File: config.mk
export PLATFORM = sky130hd
export DESIGN_NAME = seg7_scan_driver
export DESIGN_NICKNAME = d
export VERILOG_FILES = /design/src/rtl/seg7_pkg.sv /design/src/rtl/seg7_hex_decode.sv /design/src/rtl/seg7_scan_driver.sv
export SDC_FILE = /design/constraint.sdc
export NUM_CORES = 1
export LEC_CHECK = 0
export CORE_ASPECT_RATIO = 1.2
export CORE_MARGIN = 1.5
export CORE_UTILIZATION = 52
export DETAILED_ROUTE_END_ITERATION = 7
export PLACE_DENSITY = 0.85
export SLEW_MARGIN = 20
export SYNTH_ARGS = -nofsm -noshare
export SYNTH_HDL_FRONTEND = slang
export SYNTH_SLANG_ARGS = --single-unit
File: constraint.sdc
create_clock -name clk -period 2.8 [get_ports clk]
set_input_delay 0.42 -clock clk [delete_from_list [all_inputs] [get_ports clk]]
set_output_delay 0.42 -clock clk [all_outputs]
set_load 0.02 [all_outputs]
File: src/rtl/seg7_pkg.sv
// rtl/seg7_pkg.sv - shared seven-segment constants and hex decode helper
package seg7_pkg;

    // All segments off, active-low gfedcba
    localparam logic [6:0] SEG_BLANK = 7'h7F;

    // Active-low gfedcba patterns, entry 15 (F) first down to entry 0
    localparam logic [15:0][6:0] HEX_SEG_TABLE = {
        7'h0E, 7'h06, 7'h21, 7'h46,
        7'h03, 7'h08, 7'h18, 7'h00,
        7'h78, 7'h02, 7'h12, 7'h19,
        7'h30, 7'h24, 7'h79, 7'h40
    };

    function automatic logic [6:0] hex_to_seg(input logic [3:0] nibble);
        return HEX_SEG_TABLE[nibble];
    endfunction

endpackage

File: src/rtl/seg7_hex_decode.sv
// rtl/seg7_hex_decode.sv - combinational hex nibble to active-low segment decoder
module seg7_hex_decode
    import seg7_pkg::*;
(
    input  logic [3:0] nibble,
    output logic [6:0] seg_n
);

    // Pure table lookup so any display user can share it
    always_comb begin
        seg_n = hex_to_seg(nibble);
    end

endmodule

File: src/rtl/seg7_scan_driver.sv
// rtl/seg7_scan_driver.sv - multiplexed N-digit seven-segment scan driver
module seg7_scan_driver
    import seg7_pkg::*;
#(
    parameter int NUM_DIGITS   = 4,
    parameter int REFRESH_DIV  = 50000,
    parameter int BLINK_CYCLES = 25000000
) (
    input  logic                    clk,
    input  logic                    rst_n,
    input  logic                    load,
    input  logic [4*NUM_DIGITS-1:0] value,
    input  logic [NUM_DIGITS-1:0]   dp,
    input  logic [NUM_DIGITS-1:0]   blank_mask,
    input  logic                    lz_en,
    input  logic                    blink_en,
    output logic [6:0]              seg_n,
    output logic                    dp_n,
    output logic [NUM_DIGITS-1:0]   dig_n,
    output logic                    frame_done
);

    localparam int RW = (REFRESH_DIV  > 1) ? $clog2(REFRESH_DIV)  : 1;
    localparam int IW = (NUM_DIGITS   > 1) ? $clog2(NUM_DIGITS)   : 1;
    localparam int BW = (BLINK_CYCLES > 1) ? $clog2(BLINK_CYCLES) : 1;

    localparam logic [RW-1:0] REFRESH_LAST = RW'(REFRESH_DIV - 1);
    localparam logic [IW-1:0] INDEX_LAST   = IW'(NUM_DIGITS - 1);
    localparam logic [BW-1:0] BLINK_LAST   = BW'(BLINK_CYCLES - 1);

    logic [RW-1:0]             refresh_cnt;
    logic [IW-1:0]             idx;
    logic [BW-1:0]             blink_cnt;
    logic                      blink_phase;
    logic [4*NUM_DIGITS-1:0]   shadow_val;
    logic [NUM_DIGITS-1:0]     shadow_dp;
    logic                      pending;
    logic [4*NUM_DIGITS-1:0]   active_val;
    logic [NUM_DIGITS-1:0]     active_dp;

    logic                      refresh_tc;
    logic                      frame_wrap;
    logic [NUM_DIGITS-1:0]     upper_zero;
    logic                      zero_run;
    logic [3:0]                cur_nibble;
    logic                      cur_dp;
    logic                      cur_mask;
    logic                      cur_upper_zero;
    logic [NUM_DIGITS-1:0]     onehot;
    logic [6:0]                cur_seg;
    logic                      dark;

    assign refresh_tc = (refresh_cnt == REFRESH_LAST);
    assign frame_wrap = refresh_tc && (idx == INDEX_LAST);

    // Dwell counter: how long the current digit stays driven
    always_ff @(posedge clk) begin
        if (!rst_n) begin
            refresh_cnt <= '0;
        end else if (refresh_tc) begin
            refresh_cnt <= '0;
        end else begin
            refresh_cnt <= refresh_cnt + RW'(1);
        end
    end

    // Digit index advances at each dwell terminal count, wrapping after the last digit
    always_ff @(posedge clk) begin
        if (!rst_n) begin
            idx <= '0;
        end else if (refresh_tc) begin
            if (idx == INDEX_LAST) begin
                idx <= '0;
            end else begin
                idx <= idx + IW'(1);
            end
        end
    end

    // Shadow/active pair: new values only reach the display at a frame boundary
    always_ff @(posedge clk) begin
        if (!rst_n) begin
            shadow_val <= '0;
            shadow_dp  <= '0;
            pending    <= 1'b0;
            active_val <= '0;
            active_dp  <= '0;
        end else if (frame_wrap) begin
            pending <= 1'b0;
            if (load) begin
                active_val <= value;
                active_dp  <= dp;
            end else if (pending) begin
                active_val <= shadow_val;
                active_dp  <= shadow_dp;
            end
        end else if (load) begin
            shadow_val <= value;
            shadow_dp  <= dp;
            pending    <= 1'b1;
        end
    end

    // Blink timer only runs while blinking is requested; phase 1 means dark
    always_ff @(posedge clk) begin
        if (!rst_n || !blink_en) begin
            blink_cnt   <= '0;
            blink_phase <= 1'b0;
        end else if (blink_cnt == BLINK_LAST) begin
            blink_cnt   <= '0;
            blink_phase <= ~blink_phase;
        end else begin
            blink_cnt <= blink_cnt + BW'(1);
        end
    end

    // upper_zero[i]: active nibbles i..top are all zero (walks down from the top digit)
    always_comb begin
        upper_zero = '0;
        zero_run   = 1'b1;
        for (int i = NUM_DIGITS - 1; i >= 0; i--) begin
            zero_run      = zero_run && (active_val[4*i +: 4] == 4'h0);
            upper_zero[i] = zero_run;
        end
    end

    // Pick out everything belonging to the digit currently being scanned
    always_comb begin
        cur_nibble     = 4'h0;
        cur_dp         = 1'b0;
        cur_mask       = 1'b0;
        cur_upper_zero = 1'b0;
        onehot         = '0;
        for (int i = 0; i < NUM_DIGITS; i++) begin
            if (idx == IW'(i)) begin
                cur_nibble     = active_val[4*i +: 4];
                cur_dp         = active_dp[i];
                cur_mask       = blank_mask[i];
                cur_upper_zero = upper_zero[i];
                onehot[i]      = 1'b1;
            end
        end
    end

    seg7_hex_decode u_decode (
        .nibble (cur_nibble),
        .seg_n  (cur_seg)
    );

    // Digit 0 is never leading-zero suppressed so a zero value still shows "0"
    always_comb begin
        dark = cur_mask
            || (blink_en && blink_phase)
            || (lz_en && (idx != '0) && cur_upper_zero);
    end

    // Registered pin drive; a dark digit keeps its enable but lights nothing
    always_ff @(posedge clk) begin
        if (!rst_n) begin
            seg_n      <= SEG_BLANK;
            dp_n       <= 1'b1;
            dig_n      <= '1;
            frame_done <= 1'b0;
        end else begin
            seg_n      <= dark ? SEG_BLANK : cur_seg;
            dp_n       <= dark || !cur_dp;
            dig_n      <= ~onehot;
            frame_done <= frame_wrap;
        end
    end

endmodule

==> report_table.html, run 1 <==
<table>
<tr><th>Metric</th><th>Value</th></tr>
<tr><th colspan="2">Status</th></tr>
<tr><td>Result of the run</td><td>complete, no violations</td></tr>
<tr><th colspan="2">Power</th></tr>
<tr><td>Peak VDD IR</td><td>0.293 mV</td></tr>
<tr><td>Static leakage power</td><td>between 0.002 and 0.0025 µW</td></tr>
<tr><td>Cell area power density</td><td>483 nW/µm²</td></tr>
<tr><th colspan="2">Drt</th></tr>
<tr><td>Number of search-and-repair iterations in the first detailed-routing pass</td><td>4</td></tr>
<tr><td>Overall via count from detail_route</td><td>between 3,000 and 4,000</td></tr>
<tr><td>Antenna viol nets, final</td><td>0</td></tr>
<tr><td>Routed WL per cell</td><td>14.1 µm</td></tr>
<tr><td>Number of design-rule violations left by the first detailed-router iteration</td><td>99</td></tr>
<tr><td>Routed via count divided by cell count</td><td>approximately 5.4</td></tr>
<tr><td>Detailed-route wire length</td><td>roughly 9.1 mm</td></tr>
<tr><td>Post-route DRC</td><td>0</td></tr>
<tr><th colspan="2">Timing</th></tr>
<tr><td>Max Transition Viols Final</td><td>0</td></tr>
<tr><td>Final worst path period need</td><td>2.63 ns</td></tr>
<tr><td>Max_slew headroom</td><td>0.448</td></tr>
<tr><td>Final worst slack</td><td>about 0.17 ns</td></tr>
<tr><td>RSZ-0062 raised after global routing</td><td>no</td></tr>
<tr><td>Peak Freq</td><td>0.380 GHz</td></tr>
<tr><td>Final number of setup-violating endpoints</td><td>0</td></tr>
<tr><td>Final Hold Violating Endpoints</td><td>0</td></tr>
<tr><td>Worst slew pin tran</td><td>0.824 ns</td></tr>
<tr><td>Ratio of final minimum period to clock period</td><td>0.940</td></tr>
<tr><td>Final-layout setup total negative slack</td><td>0 ns</td></tr>
<tr><td>Worst-case clock skew</td><td>around 0.0080 ns</td></tr>
<tr><td>Worst slack on hold paths</td><td>between 0.4 and 0.5 ns</td></tr>
<tr><th colspan="2">CTS</th></tr>
<tr><td>Total setup buffers inserted after CTS</td><td>0</td></tr>
<tr><td>H-tree level count</td><td>3</td></tr>
<tr><td>Clk sink count</td><td>just under 100</td></tr>
<tr><td>Hold bufs inserted after CTS</td><td>0</td></tr>
<tr><td>Total clock buffers created by CTS</td><td>9</td></tr>
<tr><td>Clock root buffer master</td><td>sky130_fd_sc_hd__clkbuf_8</td></tr>
<tr><td>Clock-pin transition on the worst setup and hold timing paths</td><td>around 0.09 ns</td></tr>
<tr><td>Number of buffers on the longest clock path</td><td>2</td></tr>
<tr><td>Clock tree from TritonCTS</td><td>built</td></tr>
<tr><td>Clock latency on the worst-skew pair</td><td>0.37 ns</td></tr>
<tr><th colspan="2">Synth</th></tr>
<tr><td>Most common cell in the netlist</td><td>sky130_fd_sc_hd__dfxtp_1</td></tr>
<tr><td>Main combinational cell family by area after synthesis</td><td>simple AND/OR/NAND/NOR gates</td></tr>
<tr><td>Synth Instances</td><td>483</td></tr>
<tr><td>Dominant register cell in the synthesized netlist</td><td>sky130_fd_sc_hd__dfxtp_1</td></tr>
<tr><td>Leading cell types by total area after synthesis</td><td>sky130_fd_sc_hd__dfxtp_1 (43%), sky130_fd_sc_hd__mux2i_1 (9.3%), sky130_fd_sc_hd__o211a_1 (4.6%)</td></tr>
<tr><td>Syn_nets</td><td>about 520</td></tr>
<tr><td>Xor/xnor cell area share of the yosys netlist</td><td>0.0734</td></tr>
<tr><td>Most area-hungry cell type in the Yosys netlist</td><td>sky130_fd_sc_hd__dfxtp_1</td></tr>
<tr><td>Number of storage elements in the synthesis netlist</td><td>a little under 100</td></tr>
<tr><td>Basic-gate share of the synthesized area counting and, or, nand and nor cells</td><td>0.225</td></tr>
<tr><td>Number of synthesized flops with an enable pin</td><td>0</td></tr>
<tr><td>Area share of the largest cell type after synthesis</td><td>0.433</td></tr>
<tr><td>Share of synthesized area occupied by flip-flops and latches</td><td>0.433</td></tr>
<tr><td>Proportion of register bits with asynchronous set or reset after synthesis</td><td>0</td></tr>
<tr><td>Count of unique library cells instantiated by Yosys</td><td>46</td></tr>
<tr><td>Yosys synthesis warning count</td><td>0</td></tr>
<tr><td>Summed instance area of the synthesized netlist</td><td>approximately 4500 µm²</td></tr>
<tr><td>Proportion of synthesized area in mux cells</td><td>0.100</td></tr>
<tr><td>Most common library cells after synthesis</td><td>sky130_fd_sc_hd__dfxtp_1 (98), sky130_fd_sc_hd__nor2_1 (49), sky130_fd_sc_hd__nand2_1 (48)</td></tr>
<tr><td>Synthesized area divided by synthesized cell count</td><td>between 9 and 10 µm²</td></tr>
<tr><td>Adder and majority gate portion of the synthesized area</td><td>0.0303</td></tr>
<tr><td>Area fraction in compound gates after synthesis</td><td>0.0996</td></tr>
<tr><th colspan="2">Setup path</th></tr>
<tr><td>Crit path required time</td><td>3.01 ns</td></tr>
<tr><td>CP startpoint kind</td><td>flop</td></tr>
<tr><td>Data arrival at the endpoint of the critical path</td><td>~2.8 ns</td></tr>
<tr><td>Maximum fanout count along the critical path</td><td>14</td></tr>
<tr><td>Critical path start-end classification</td><td>reg2reg</td></tr>
<tr><td>Worst R2R Path Depth</td><td>9</td></tr>
<tr><td>CP endpoint kind</td><td>flop</td></tr>
<tr><th colspan="2">Finish</th></tr>
<tr><td>N_diodes</td><td>0</td></tr>
<tr><td>Fraction of final layout cells sized beyond drive strength 1</td><td>0.0741</td></tr>
<tr><td>Nets</td><td>roughly 560</td></tr>
<tr><td>Area growth from synthesis to layout</td><td>15.8%</td></tr>
<tr><td>Final cell utilization of the core</td><td>0.616</td></tr>
<tr><th colspan="2">Global route</th></tr>
<tr><td>Pin count of the biggest net entering global routing</td><td>about 40</td></tr>
<tr><td>Combined global-route utilization of all metal layers</td><td>0.206</td></tr>
<tr><td>Initial antenna violation count</td><td>0</td></tr>
<tr><td>Congestion Overflow GR</td><td>0</td></tr>
<tr><td>First-pass GRT wire length</td><td>around 15 mm</td></tr>
<tr><td>Vias in the first global route</td><td>roughly 3,400</td></tr>
<tr><th colspan="2">Floorplanning</th></tr>
<tr><td>Initial standard-cell utilization of the core</td><td>0.532</td></tr>
<tr><td>Core Region</td><td>approximately 8500 µm²</td></tr>
<tr><td>Die Height</td><td>~110 µm</td></tr>
<tr><td>Die Outline Area</td><td>slightly above 9000 µm²</td></tr>
<tr><td>Chip width</td><td>around 88 µm</td></tr>
<tr><td>Number of cell rows</td><td>37</td></tr>
<tr><td>Boundary pin count</td><td>between 40 and 50</td></tr>
<tr><th colspan="2">Placed design</th></tr>
<tr><td>Routability-driven placement congestion ratio</td><td>0.909</td></tr>
<tr><td>DP Worst Slack</td><td>roughly 0.17 ns</td></tr>
<tr><td>Port-buffer cells</td><td>around 40</td></tr>
<tr><td>Post-detail-place hpwl</td><td>6.57 mm</td></tr>
<tr><th colspan="2">Min path</th></tr>
<tr><td>Hold depth</td><td>1</td></tr>
<tr><td>Kind of path behind the tightest hold check</td><td>reg2reg</td></tr>
<tr><th colspan="2">Job</th></tr>
<tr><td>Maximum capacitance violations</td><td>0</td></tr>
</table>
[metrics by stage]
step           total power [µW]  area (µm²)  cells
6_report                   2540        5250    643
5_1_grt                    2630        5250    643
4_1_cts                    2560        5250    643
3_5_place_dp               1640        5050    627
3_3_place_gp               1640        5050    627
2_1_floorplan              1570        4540    483
[what timing repair did]
item                                    CTS  global route
endpoints found under the setup margin    0             1
endpoints found under the hold margin     0             0
resized for setup                         0             1
[kinds of logic (layout without fill, tap and decap cells)]
group	Yosys count	count (layout)
and+or+nand+nor	198	198
DFF	98	98
AOI/OAI and AO/OA	56	56
muxes	45	45
xor gates and xnor gates	38	38
buffers and inverters	37	80
adders and majority gates	11	11
[state kept, by name (all words and copies together) (netlist names)]
name / count
dp_n: 1
shadow_dp: 4
frame_done: 1
shadow_val: 16
seg_n: 7
active_dp: 4
refresh_cnt: 16
pending: 1
active_val: 16
blink_phase: 1
blink_cnt: 25
dig_n: 4
idx: 2
[worst max-delay path, stage by stage, from the launching register on]
cell and delay (ns):
sky130_fd_sc_hd__dfxtp_1 0.40, sky130_fd_sc_hd__inv_1 0.08, sky130_fd_sc_hd__ha_1 0.34, sky130_fd_sc_hd__nand3b_1 0.23, sky130_fd_sc_hd__a211oi_1 0.28, sky130_fd_sc_hd__inv_1 0.13
sky130_fd_sc_hd__ha_1 0.40, sky130_fd_sc_hd__mux2_2 0.35, sky130_fd_sc_hd__o221ai_1 0.15, sky130_fd_sc_hd__o21ai_0 0.11
[layout by cell type (no fill, tap or decap), types with 5 or more instances in the layout]
cell,n
sky130_fd_sc_hd__a211oi_1,8
sky130_fd_sc_hd__a21oi_1,8
sky130_fd_sc_hd__and3_1,8
sky130_fd_sc_hd__buf_4,12
sky130_fd_sc_hd__clkbuf_8,10
sky130_fd_sc_hd__clkdlybuf4s50_1,41
sky130_fd_sc_hd__dfxtp_1,98
sky130_fd_sc_hd__ha_1,10
sky130_fd_sc_hd__inv_1,11
sky130_fd_sc_hd__mux2i_1,42
sky130_fd_sc_hd__nand2_1,48
sky130_fd_sc_hd__nand3_1,15
sky130_fd_sc_hd__nand3b_1,5
sky130_fd_sc_hd__nand4_1,7
sky130_fd_sc_hd__nor2_1,49
sky130_fd_sc_hd__nor2b_1,24
sky130_fd_sc_hd__nor3_1,11
sky130_fd_sc_hd__nor4_1,5
sky130_fd_sc_hd__o211a_1,21
sky130_fd_sc_hd__o21ai_0,5
sky130_fd_sc_hd__xnor2_1,24
sky130_fd_sc_hd__xor2_1,14
[report_power, final]
| part | switching, µW | internal [µW] | total (µW) |
|---|---|---|---|
| clock | 484 | 444 | 928 |
| sequential | 14.5 | 1420 | 1440 |
| combinational | 80.5 | 93.0 | 173 |
[cell type report]
cell class	count	area, µm²
Clock inverter	5	61.3
Multi-Input combinational cell	348	2400
Timing Repair Buffer	53	500
Clock buffer	11	141
Inverter	11	41.3
Fill cell	708	3270
Tap cell	117	146
Sequential cell	98	1960
[path summary, 6_finish.rpt]
| path | slack, ns | start | to |
|---|---|---|---|
| hold / removal | 0.46 | refresh_cnt[0]$_SDFF_PP0_ | refresh_cnt[0]$_SDFF_PP0_ |
| setup reg to reg | 0.17 | idx[1]$_SDFFE_PN0N_ | seg_n[3]$_SDFF_PP1_ |
| hold reg to reg | 0.46 | refresh_cnt[0]$_SDFF_PP0_ | refresh_cnt[0]$_SDFF_PP0_ |
| setup / recovery | 0.17 | idx[1]$_SDFFE_PN0N_ | seg_n[3]$_SDFF_PP1_ |
[metal layers]
metal | GRT usage | vias up | wire, µm
li1 | - | 1750 | -
met2 | 0.364 | 60 | 4660
met3 | 0.0399 | 18 | 276
met5 | 0 | - | 0
met1 | 0.233 | 1650 | 3930
met4 | 0.0971 | 0 | 223
No activity file was read; power rests on OpenSTA's default activity.
==> run 2, diff against run 1 <==
==> constraint.sdc (replaced) <==
create_clock -name clk -period 2.8 [get_ports clk]
set_input_delay 0.56 -clock clk [delete_from_list [all_inputs] [get_ports clk]]
set_output_delay 0.56 -clock clk [all_outputs]
set_load 0.02 [all_outputs]
==> run 2 against run 1 <==
  * Die area did not move
  * Cell area barely moved
  * Combinational power barely moved
  * Largest cell class unchanged
  * Clock skew rose by 0.0020 ns
  * Critical path type unchanged
  * Non-clock buffer count rose by 1
  * Highest routed layer unchanged
  * Critical path depth rose by 1
  * Global-route usage rose by 0.15 points
==> report_table.html, run 2 (same netlist as run 1, synthesis figures left out) <==
<table>
<tr><th>Metric</th><th>Value</th></tr>
<tr><th colspan="2">CTS</th></tr>
<tr><td>Clock root buffer master</td><td>sky130_fd_sc_hd__clkbuf_8</td></tr>
<tr><td>Total setup buffers inserted after CTS</td><td>0 (unchanged)</td></tr>
<tr><td>Total clock buffers created by CTS</td><td>9 (unchanged)</td></tr>
<tr><td>Number of buffers on the longest clock path</td><td>2 (unchanged)</td></tr>
<tr><td>Clock-pin transition on the worst setup and hold timing paths</td><td>0.09 ns (about the same)</td></tr>
<tr><td>Clk sink count</td><td>98 (unchanged)</td></tr>
<tr><td>H-tree level count</td><td>3 (unchanged)</td></tr>
<tr><td>Clock tree from TritonCTS</td><td>built</td></tr>
<tr><td>Clock latency on the worst-skew pair</td><td>0.38 ns (about the same)</td></tr>
<tr><th colspan="2">Global route</th></tr>
<tr><td>Pin count of the biggest net entering global routing</td><td>41 (unchanged)</td></tr>
<tr><td>First-pass GRT wire length</td><td>15.3 mm (+1.8%)</td></tr>
<tr><td>Congestion Overflow GR</td><td>0 (unchanged)</td></tr>
<tr><td>Combined global-route utilization of all metal layers</td><td>0.208 (+0.00152)</td></tr>
<tr><td>Vias in the first global route</td><td>3,423 (+0.18%)</td></tr>
<tr><td>Initial antenna violation count</td><td>0 (unchanged)</td></tr>
<tr><th colspan="2">Placed design</th></tr>
<tr><td>Instance count after placement with tap cells included</td><td>628 (+0.16%)</td></tr>
<tr><td>Dpl cell area</td><td>5050 µm² (+0.15%)</td></tr>
<tr><td>Post-detail-place hpwl</td><td>6.36 mm (-3.2%)</td></tr>
<tr><td>Routability-driven placement congestion ratio</td><td>0.867 (-4.7%)</td></tr>
<tr><td>Port-buffer cells</td><td>41 (unchanged)</td></tr>
<tr><th colspan="2">Timing</th></tr>
<tr><td>Final worst path period need</td><td>2.58 ns (-0.0501 ns)</td></tr>
<tr><td>Max Transition Viols Final</td><td>0 (unchanged)</td></tr>
<tr><td>RSZ-0062 raised after global routing</td><td>no</td></tr>
<tr><td>Max_slew headroom</td><td>0.462 (+0.0148)</td></tr>
<tr><td>Final number of setup-violating endpoints</td><td>0 (unchanged)</td></tr>
<tr><td>Peak Freq</td><td>0.387 GHz (+1.9%)</td></tr>
<tr><td>Final Hold Violating Endpoints</td><td>0 (unchanged)</td></tr>
<tr><td>Worst slew pin tran</td><td>0.801 ns (-0.0221 ns)</td></tr>
<tr><td>Ratio of final minimum period to clock period</td><td>0.922 (-0.0179)</td></tr>
<tr><td>Worst-case clock skew</td><td>0.00999 ns (+0.00196 ns)</td></tr>
<tr><td>Final-layout setup total negative slack</td><td>0 ns (unchanged)</td></tr>
<tr><th colspan="2">Drt</th></tr>
<tr><td>Number of search-and-repair iterations in the first detailed-routing pass</td><td>4 (unchanged)</td></tr>
<tr><td>Post-route DRC</td><td>0 (unchanged)</td></tr>
<tr><td>Overall via count from detail_route</td><td>3,452 (-0.75%)</td></tr>
<tr><td>Antenna viol nets, final</td><td>0 (unchanged)</td></tr>
<tr><td>Number of design-rule violations left by the first detailed-router iteration</td><td>106 (+7.1%)</td></tr>
<tr><td>Routed via count divided by cell count</td><td>5.36 (-0.90%)</td></tr>
<tr><td>Routed WL per cell</td><td>13.9 µm (-1.7%)</td></tr>
<tr><td>Detailed-route wire length</td><td>8.95 mm (-1.5%)</td></tr>
<tr><th colspan="2">Finish</th></tr>
<tr><td>Nets</td><td>562 (+0.18%)</td></tr>
<tr><td>N_diodes</td><td>0 (unchanged)</td></tr>
<tr><td>Final std cell area, no fill</td><td>5250 µm² (about the same)</td></tr>
<tr><td>Number of filler cells placed in the layout</td><td>746 (+5.4%)</td></tr>
<tr><td>Commonest non-fill, non-tap cell in the layout</td><td>sky130_fd_sc_hd__dfxtp_1</td></tr>
<tr><td>Area growth from synthesis to layout</td><td>15.7% (about the same)</td></tr>
<tr><td>Number of flip-flops in the largest register</td><td>25 (unchanged)</td></tr>
<tr><td>Leading cell types in the layout, fill and taps excluded</td><td>sky130_fd_sc_hd__dfxtp_1 (98), sky130_fd_sc_hd__nor2_1 (49), sky130_fd_sc_hd__nand2_1 (48), sky130_fd_sc_hd__mux2i_1 (42), sky130_fd_sc_hd__clkdlybuf4s50_1 (41)</td></tr>
<tr><td>Fraction of final layout cells sized beyond drive strength 1</td><td>0.0797 (+0.00555)</td></tr>
<tr><td>Biggest register</td><td>blink_cnt</td></tr>
<tr><td>Count of placed standard cells in the final layout, fillers left out</td><td>644 (+0.16%)</td></tr>
<tr><th colspan="2">Min path</th></tr>
<tr><td>Kind of path behind the tightest hold check</td><td>reg2reg</td></tr>
<tr><td>Hold depth</td><td>1 (unchanged)</td></tr>
<tr><th colspan="2">Setup path</th></tr>
<tr><td>CP endpoint kind</td><td>flop</td></tr>
<tr><td>Crit path required time</td><td>3.02 ns (about the same)</td></tr>
<tr><td>Maximum fanout count along the critical path</td><td>12 (-2)</td></tr>
<tr><td>Worst R2R Path Depth</td><td>10 (+1)</td></tr>
<tr><td>Data arrival at the endpoint of the critical path</td><td>2.80 ns (-0.04 ns)</td></tr>
<tr><td>CP startpoint kind</td><td>flop</td></tr>
<tr><td>Critical path start-end classification</td><td>reg2reg</td></tr>
<tr><th colspan="2">Floorplanning</th></tr>
<tr><td>Initial standard-cell utilization of the core</td><td>0.532 (unchanged)</td></tr>
<tr><td>Number of cell rows</td><td>37 (unchanged)</td></tr>
<tr><td>Die Height</td><td>105 µm (unchanged)</td></tr>
<tr><td>Die Outline Area</td><td>9290 µm² (unchanged)</td></tr>
<tr><td>Core Region</td><td>8520 µm² (unchanged)</td></tr>
<tr><td>Boundary pin count</td><td>42 (unchanged)</td></tr>
<tr><td>Chip width</td><td>88.3 µm (unchanged)</td></tr>
<tr><th colspan="2">Power</th></tr>
<tr><td>Static leakage power</td><td>0.00220 µW (-0.14%)</td></tr>
<tr><td>Peak VDD IR</td><td>0.220 mV (-25%)</td></tr>
<tr><td>Cell area power density</td><td>471 nW/µm² (-2.5%)</td></tr>
<tr><th colspan="2">Status</th></tr>
<tr><td>Result of the run</td><td>complete, no violations</td></tr>
<tr><th colspan="2">Job</th></tr>
<tr><td>Maximum capacitance violations</td><td>0 (unchanged)</td></tr>
</table>
==> run 2: cell count changes in the layout (fill, tap and decap cells not counted) <==
cell / delta
sky130_fd_sc_hd__inv_6: +2
sky130_fd_sc_hd__clkinv_2: -1
sky130_fd_sc_hd__ha_1: -1
sky130_fd_sc_hd__ha_2: +1
sky130_fd_sc_hd__a211oi_1: -1
sky130_fd_sc_hd__bufinv_16: -1
sky130_fd_sc_hd__buf_4: +1
sky130_fd_sc_hd__a211oi_2: +1
==> run 2: worst paths after layout <==
| kind | startpoint | slack [ns] | end |
|---|---|---|---|
| setup / recovery | idx[0]$_SDFFE_PN0N_ | 0.22 | seg_n[3]$_SDFF_PP1_ |
| hold / removal | refresh_cnt[0]$_SDFF_PP0_ | 0.45 | refresh_cnt[0]$_SDFF_PP0_ |
| setup reg to reg | idx[0]$_SDFFE_PN0N_ | 0.22 | seg_n[3]$_SDFF_PP1_ |
| hold reg to reg | refresh_cnt[0]$_SDFF_PP0_ | 0.45 | refresh_cnt[0]$_SDFF_PP0_ |
==> run 2: worst max-delay path, cell delays in order, from the launching register on <==
cell	delay, ns
sky130_fd_sc_hd__dfxtp_1	0.36
sky130_fd_sc_hd__inv_1	0.10
sky130_fd_sc_hd__ha_2	0.30
sky130_fd_sc_hd__inv_1	0.12
sky130_fd_sc_hd__o21a_1	0.19
sky130_fd_sc_hd__a22oi_1	0.21
sky130_fd_sc_hd__inv_1	0.11
sky130_fd_sc_hd__ha_1	0.39
sky130_fd_sc_hd__mux2_2	0.37
sky130_fd_sc_hd__o221ai_1	0.18
sky130_fd_sc_hd__o21ai_0	0.11
==> run 2: repair_timing <==
action,4_1_cts,5_1_grt
hold buffers,0,0
endpoints found under the setup margin,0,1
resized for setup,0,3
==> run 2: metal layers <==
metal  up-vias  GRT usage  part of all wire  wire length [µm]
li1       1753          -                 -                 -
met1      1641      0.240              0.44              3910
met4         0     0.0982             0.024               213
met2        42      0.356              0.51              4550
met5         -          0                 0                 0
met3        16     0.0470             0.031               280
==> run 2: area by class of cell <==
cell class                 count  area [µm²]  area share
multi-input combinational    348        2410       0.458
sequential                    98        1960       0.374
timing repair buffer          54         508      0.0968
tap                          117         146      0.0279
clock buffer                  11         141      0.0269
clock inverter                 5        43.8     0.00834
inverter                      11        41.3     0.00787
==> run 2: report_power, final <==
| part | switching [µW] | internal (µW) | total (µW) |
|---|---|---|---|
| Combinational | 78.4 | 93.7 | 172 |
| Sequential | 14.0 | 1420 | 1440 |
| Clock | 503 | 362 | 865 |
| Total | 596 | 1880 | 2470 |
==> run 2: stage by stage <==
stage / util / hold WS (ns) / power (µW) / worst slack (ns)
after detailed placement: 0.593 / 0.435 / 1640 / 0.149
after CTS: 0.615 / 0.454 / 2500 / 0.0861
after global routing: 0.616 / 0.486 / 2580 / 0.0283
final: 0.616 / 0.452 / 2470 / 0.219
after floorplan: - / 0.413 / 1570 / 0.149
after global placement: 0.593 / 0.423 / 1640 / 0.271
==> run 3, diff against run 2 <==
Settings changed: CAP_MARGIN from default to 40, CORE_UTILIZATION 52 to 55, PLACE_DENSITY 0.85 to 0.86, SKIP_CTS_REPAIR_TIMING from default to 1.
Clock period 2.8 ns to 3.1 ns, I/O delays scaled along.
==> run 3 against run 2 <==
  * Routed wire length shrank 0.95%
  * Power shrank 8.4%
  * First-iteration DRC count grew 24%
  * Combinational power shrank 9%
  * Hold slack gained 0.011 ns
  * Non-clock buffer count shrank 3
  * Die area shrank 5.3%
==> report_table.html, run 3 (same netlist as run 1, synthesis figures left out) <==
<table>
<tr><th>Metric</th><th>Value</th></tr>
<tr><th colspan="2">Finish</th></tr>
<tr><td>Fraction of final layout cells sized beyond drive strength 1</td><td>0.0706 (-0.00909)</td></tr>
<tr><td>N_diodes</td><td>0 (unchanged)</td></tr>
<tr><td>Area growth from synthesis to layout</td><td>14.9%</td></tr>
<tr><td>Biggest register</td><td>blink_cnt</td></tr>
<tr><td>Number of filler cells placed in the layout</td><td>644 (-14%)</td></tr>
<tr><td>Nets</td><td>559 (-0.53%)</td></tr>
<tr><td>Final std cell area, no fill</td><td>5210 µm² (-0.74%)</td></tr>
<tr><td>Leading cell types in the layout, fill and taps excluded</td><td>sky130_fd_sc_hd__dfxtp_1 (98), sky130_fd_sc_hd__nor2_1 (49), sky130_fd_sc_hd__nand2_1 (48), sky130_fd_sc_hd__mux2i_1 (42), sky130_fd_sc_hd__clkdlybuf4s50_1 (41)</td></tr>
<tr><td>Commonest non-fill, non-tap cell in the layout</td><td>sky130_fd_sc_hd__dfxtp_1</td></tr>
<tr><td>Number of flip-flops in the largest register</td><td>25 (unchanged)</td></tr>
<tr><th colspan="2">Floorplanning</th></tr>
<tr><td>Number of cell rows</td><td>36 (-2.7%)</td></tr>
<tr><td>Die Outline Area</td><td>8800 µm² (-5.3%)</td></tr>
<tr><td>Boundary pin count</td><td>42 (unchanged)</td></tr>
<tr><td>Initial standard-cell utilization of the core</td><td>0.563 (+0.0301)</td></tr>
<tr><td>Chip width</td><td>85.9 µm (-2.7%)</td></tr>
<tr><td>Die Height</td><td>102 µm (-2.7%)</td></tr>
<tr><td>Core Region</td><td>8060 µm² (-5.3%)</td></tr>
<tr><th colspan="2">Placed design</th></tr>
<tr><td>Post-detail-place hpwl</td><td>6.30 mm (-0.89%)</td></tr>
<tr><td>Routability-driven placement congestion ratio</td><td>0.903 (+4.2%)</td></tr>
<tr><td>Dpl cell area</td><td>5020 µm² (-0.74%)</td></tr>
<tr><td>Port-buffer cells</td><td>41 (unchanged)</td></tr>
<tr><th colspan="2">CTS</th></tr>
<tr><td>Clk sink count</td><td>98 (unchanged)</td></tr>
<tr><td>Clock tree from TritonCTS</td><td>built</td></tr>
<tr><td>Total clock buffers created by CTS</td><td>9 (unchanged)</td></tr>
<tr><td>Clock-pin transition on the worst setup and hold timing paths</td><td>0.09 ns (about the same)</td></tr>
<tr><td>Number of buffers on the longest clock path</td><td>2 (unchanged)</td></tr>
<tr><td>H-tree level count</td><td>3 (unchanged)</td></tr>
<tr><td>Clock root buffer master</td><td>sky130_fd_sc_hd__clkbuf_8</td></tr>
<tr><td>Clock latency on the worst-skew pair</td><td>0.36 ns (-0.02 ns)</td></tr>
<tr><th colspan="2">Power</th></tr>
<tr><td>Peak VDD IR</td><td>0.334 mV (+52%)</td></tr>
<tr><td>Static leakage power</td><td>0.00219 µW (-0.28%)</td></tr>
<tr><td>Cell area power density</td><td>435 nW/µm² (-7.7%)</td></tr>
<tr><th colspan="2">Timing</th></tr>
<tr><td>Peak Freq</td><td>0.365 GHz (-5.9%)</td></tr>
<tr><td>RSZ-0062 raised after global routing</td><td>no</td></tr>
<tr><td>Final Hold Violating Endpoints</td><td>0 (unchanged)</td></tr>
<tr><td>Ratio of final minimum period to clock period</td><td>0.885 (-0.0371)</td></tr>
<tr><td>Max Transition Viols Final</td><td>0 (unchanged)</td></tr>
<tr><td>Final number of setup-violating endpoints</td><td>0 (unchanged)</td></tr>
<tr><td>Worst slew pin tran</td><td>0.743 ns (-0.0583 ns)</td></tr>
<tr><td>Final worst path period need</td><td>2.74 ns (+0.161 ns)</td></tr>
<tr><td>Final-layout setup total negative slack</td><td>0 ns (unchanged)</td></tr>
<tr><td>Max_slew headroom</td><td>0.502 (+0.0391)</td></tr>
<tr><td>Worst-case clock skew</td><td>0.0118 ns (+0.00182 ns)</td></tr>
<tr><th colspan="2">Job</th></tr>
<tr><td>Maximum capacitance violations</td><td>0 (unchanged)</td></tr>
<tr><th colspan="2">Drt</th></tr>
<tr><td>Antenna viol nets, final</td><td>0 (unchanged)</td></tr>
<tr><td>Routed WL per cell</td><td>14.3 µm (+3.1%)</td></tr>
<tr><td>Number of design-rule violations left by the first detailed-router iteration</td><td>131 (+24%)</td></tr>
<tr><td>Routed via count divided by cell count</td><td>5.62 (+4.9%)</td></tr>
<tr><td>Post-route DRC</td><td>0 (unchanged)</td></tr>
<tr><td>Detailed-route wire length</td><td>8.87 mm (-0.95%)</td></tr>
<tr><td>Number of search-and-repair iterations in the first detailed-routing pass</td><td>4 (unchanged)</td></tr>
<tr><td>Overall via count from detail_route</td><td>3,479 (+0.78%)</td></tr>
<tr><th colspan="2">Global route</th></tr>
<tr><td>Vias in the first global route</td><td>3,440 (+0.50%)</td></tr>
<tr><td>First-pass GRT wire length</td><td>14.9 mm (-2.3%)</td></tr>
<tr><td>Combined global-route utilization of all metal layers</td><td>0.213 (+0.00555)</td></tr>
<tr><td>Pin count of the biggest net entering global routing</td><td>51 (+24%)</td></tr>
<tr><td>Initial antenna violation count</td><td>0 (unchanged)</td></tr>
<tr><td>Congestion Overflow GR</td><td>0 (unchanged)</td></tr>
<tr><th colspan="2">Setup path</th></tr>
<tr><td>CP startpoint kind</td><td>flop</td></tr>
<tr><td>CP endpoint kind</td><td>flop</td></tr>
<tr><td>Worst R2R Path Depth</td><td>10 (unchanged)</td></tr>
<tr><td>Data arrival at the endpoint of the critical path</td><td>2.93 ns (+0.13 ns)</td></tr>
<tr><td>Critical path start-end classification</td><td>reg2reg</td></tr>
<tr><td>Crit path required time</td><td>3.29 ns (+0.27 ns)</td></tr>
<tr><td>Maximum fanout count along the critical path</td><td>14 (+2)</td></tr>
<tr><th colspan="2">Min path</th></tr>
<tr><td>Kind of path behind the tightest hold check</td><td>reg2reg</td></tr>
<tr><td>Hold depth</td><td>1 (unchanged)</td></tr>
<tr><th colspan="2">Status</th></tr>
<tr><td>Result of the run</td><td>complete, no violations</td></tr>
</table>
==> run 3: changes by cell type in the layout (fill, tap and decap cells not counted), sizes merged <==
cell,change
buf,-3
bufinv,+1
clkbuf,-2
clkinv,+4
clkinvlp,+1
inv,-4
==> run 3: critical path, cell delays in order (launching register included) <==
cell and delay (ns):
sky130_fd_sc_hd__dfxtp_1 0.40, sky130_fd_sc_hd__inv_1 0.08, sky130_fd_sc_hd__ha_1 0.33, sky130_fd_sc_hd__nand3b_1 0.22
sky130_fd_sc_hd__a211oi_1 0.25, sky130_fd_sc_hd__buf_4 0.18, sky130_fd_sc_hd__inv_1 0.08, sky130_fd_sc_hd__ha_1 0.38
sky130_fd_sc_hd__mux2_2 0.36, sky130_fd_sc_hd__o221ai_1 0.16, sky130_fd_sc_hd__o21ai_0 0.13
==> run 3: final cells by class <==
type	count	area, µm²	area share
well taps	95	119	0.0228
clock buffers	9	124	0.0238
flip-flops and latches	98	1960	0.377
clock inverters	7	70.1	0.0134
multi-input cells	348	2400	0.460
repair buffers	51	498	0.0956
inverters	11	41.3	0.00793
==> run 3: worst paths after layout <==
path	endpoint	from	slack (ns)
max reg2reg	seg_n[3]$_SDFF_PP1_	idx[1]$_SDFFE_PN0N_	0.36
max	seg_n[3]$_SDFF_PP1_	idx[1]$_SDFFE_PN0N_	0.36
min	refresh_cnt[0]$_SDFF_PP0_	refresh_cnt[0]$_SDFF_PP0_	0.46
min reg2reg	refresh_cnt[0]$_SDFF_PP0_	refresh_cnt[0]$_SDFF_PP0_	0.46
==> run 3: through the flow <==
stage	power (µW)	setup WS [ns]	instances	util	hold slack (ns)
2_1_floorplan	1420	0.449	483	-	0.413
6_report	2270	0.358	619	0.646	0.463
3_5_place_dp	1480	0.378	603	0.622	0.442
3_3_place_gp	1480	0.557	603	0.622	0.420
4_1_cts	2290	0.357	619	0.646	0.463
5_1_grt	2350	0.151	619	0.646	0.524
==> run 3: power breakdown <==
group	switching (µW)	internal (µW)
combinational	71.7	84.0
clock	441	371
sequential	13.6	1280
==> run 3: per-layer routing <==
| metal | GRT usage | share of wire |
|---|---|---|
| met1 | 0.232 | 0.42 |
| met2 | 0.403 | 0.52 |
| met3 | 0.0412 | 0.042 |
| met4 | 0.0868 | 0.019 |
| met5 | 0 | 0 |
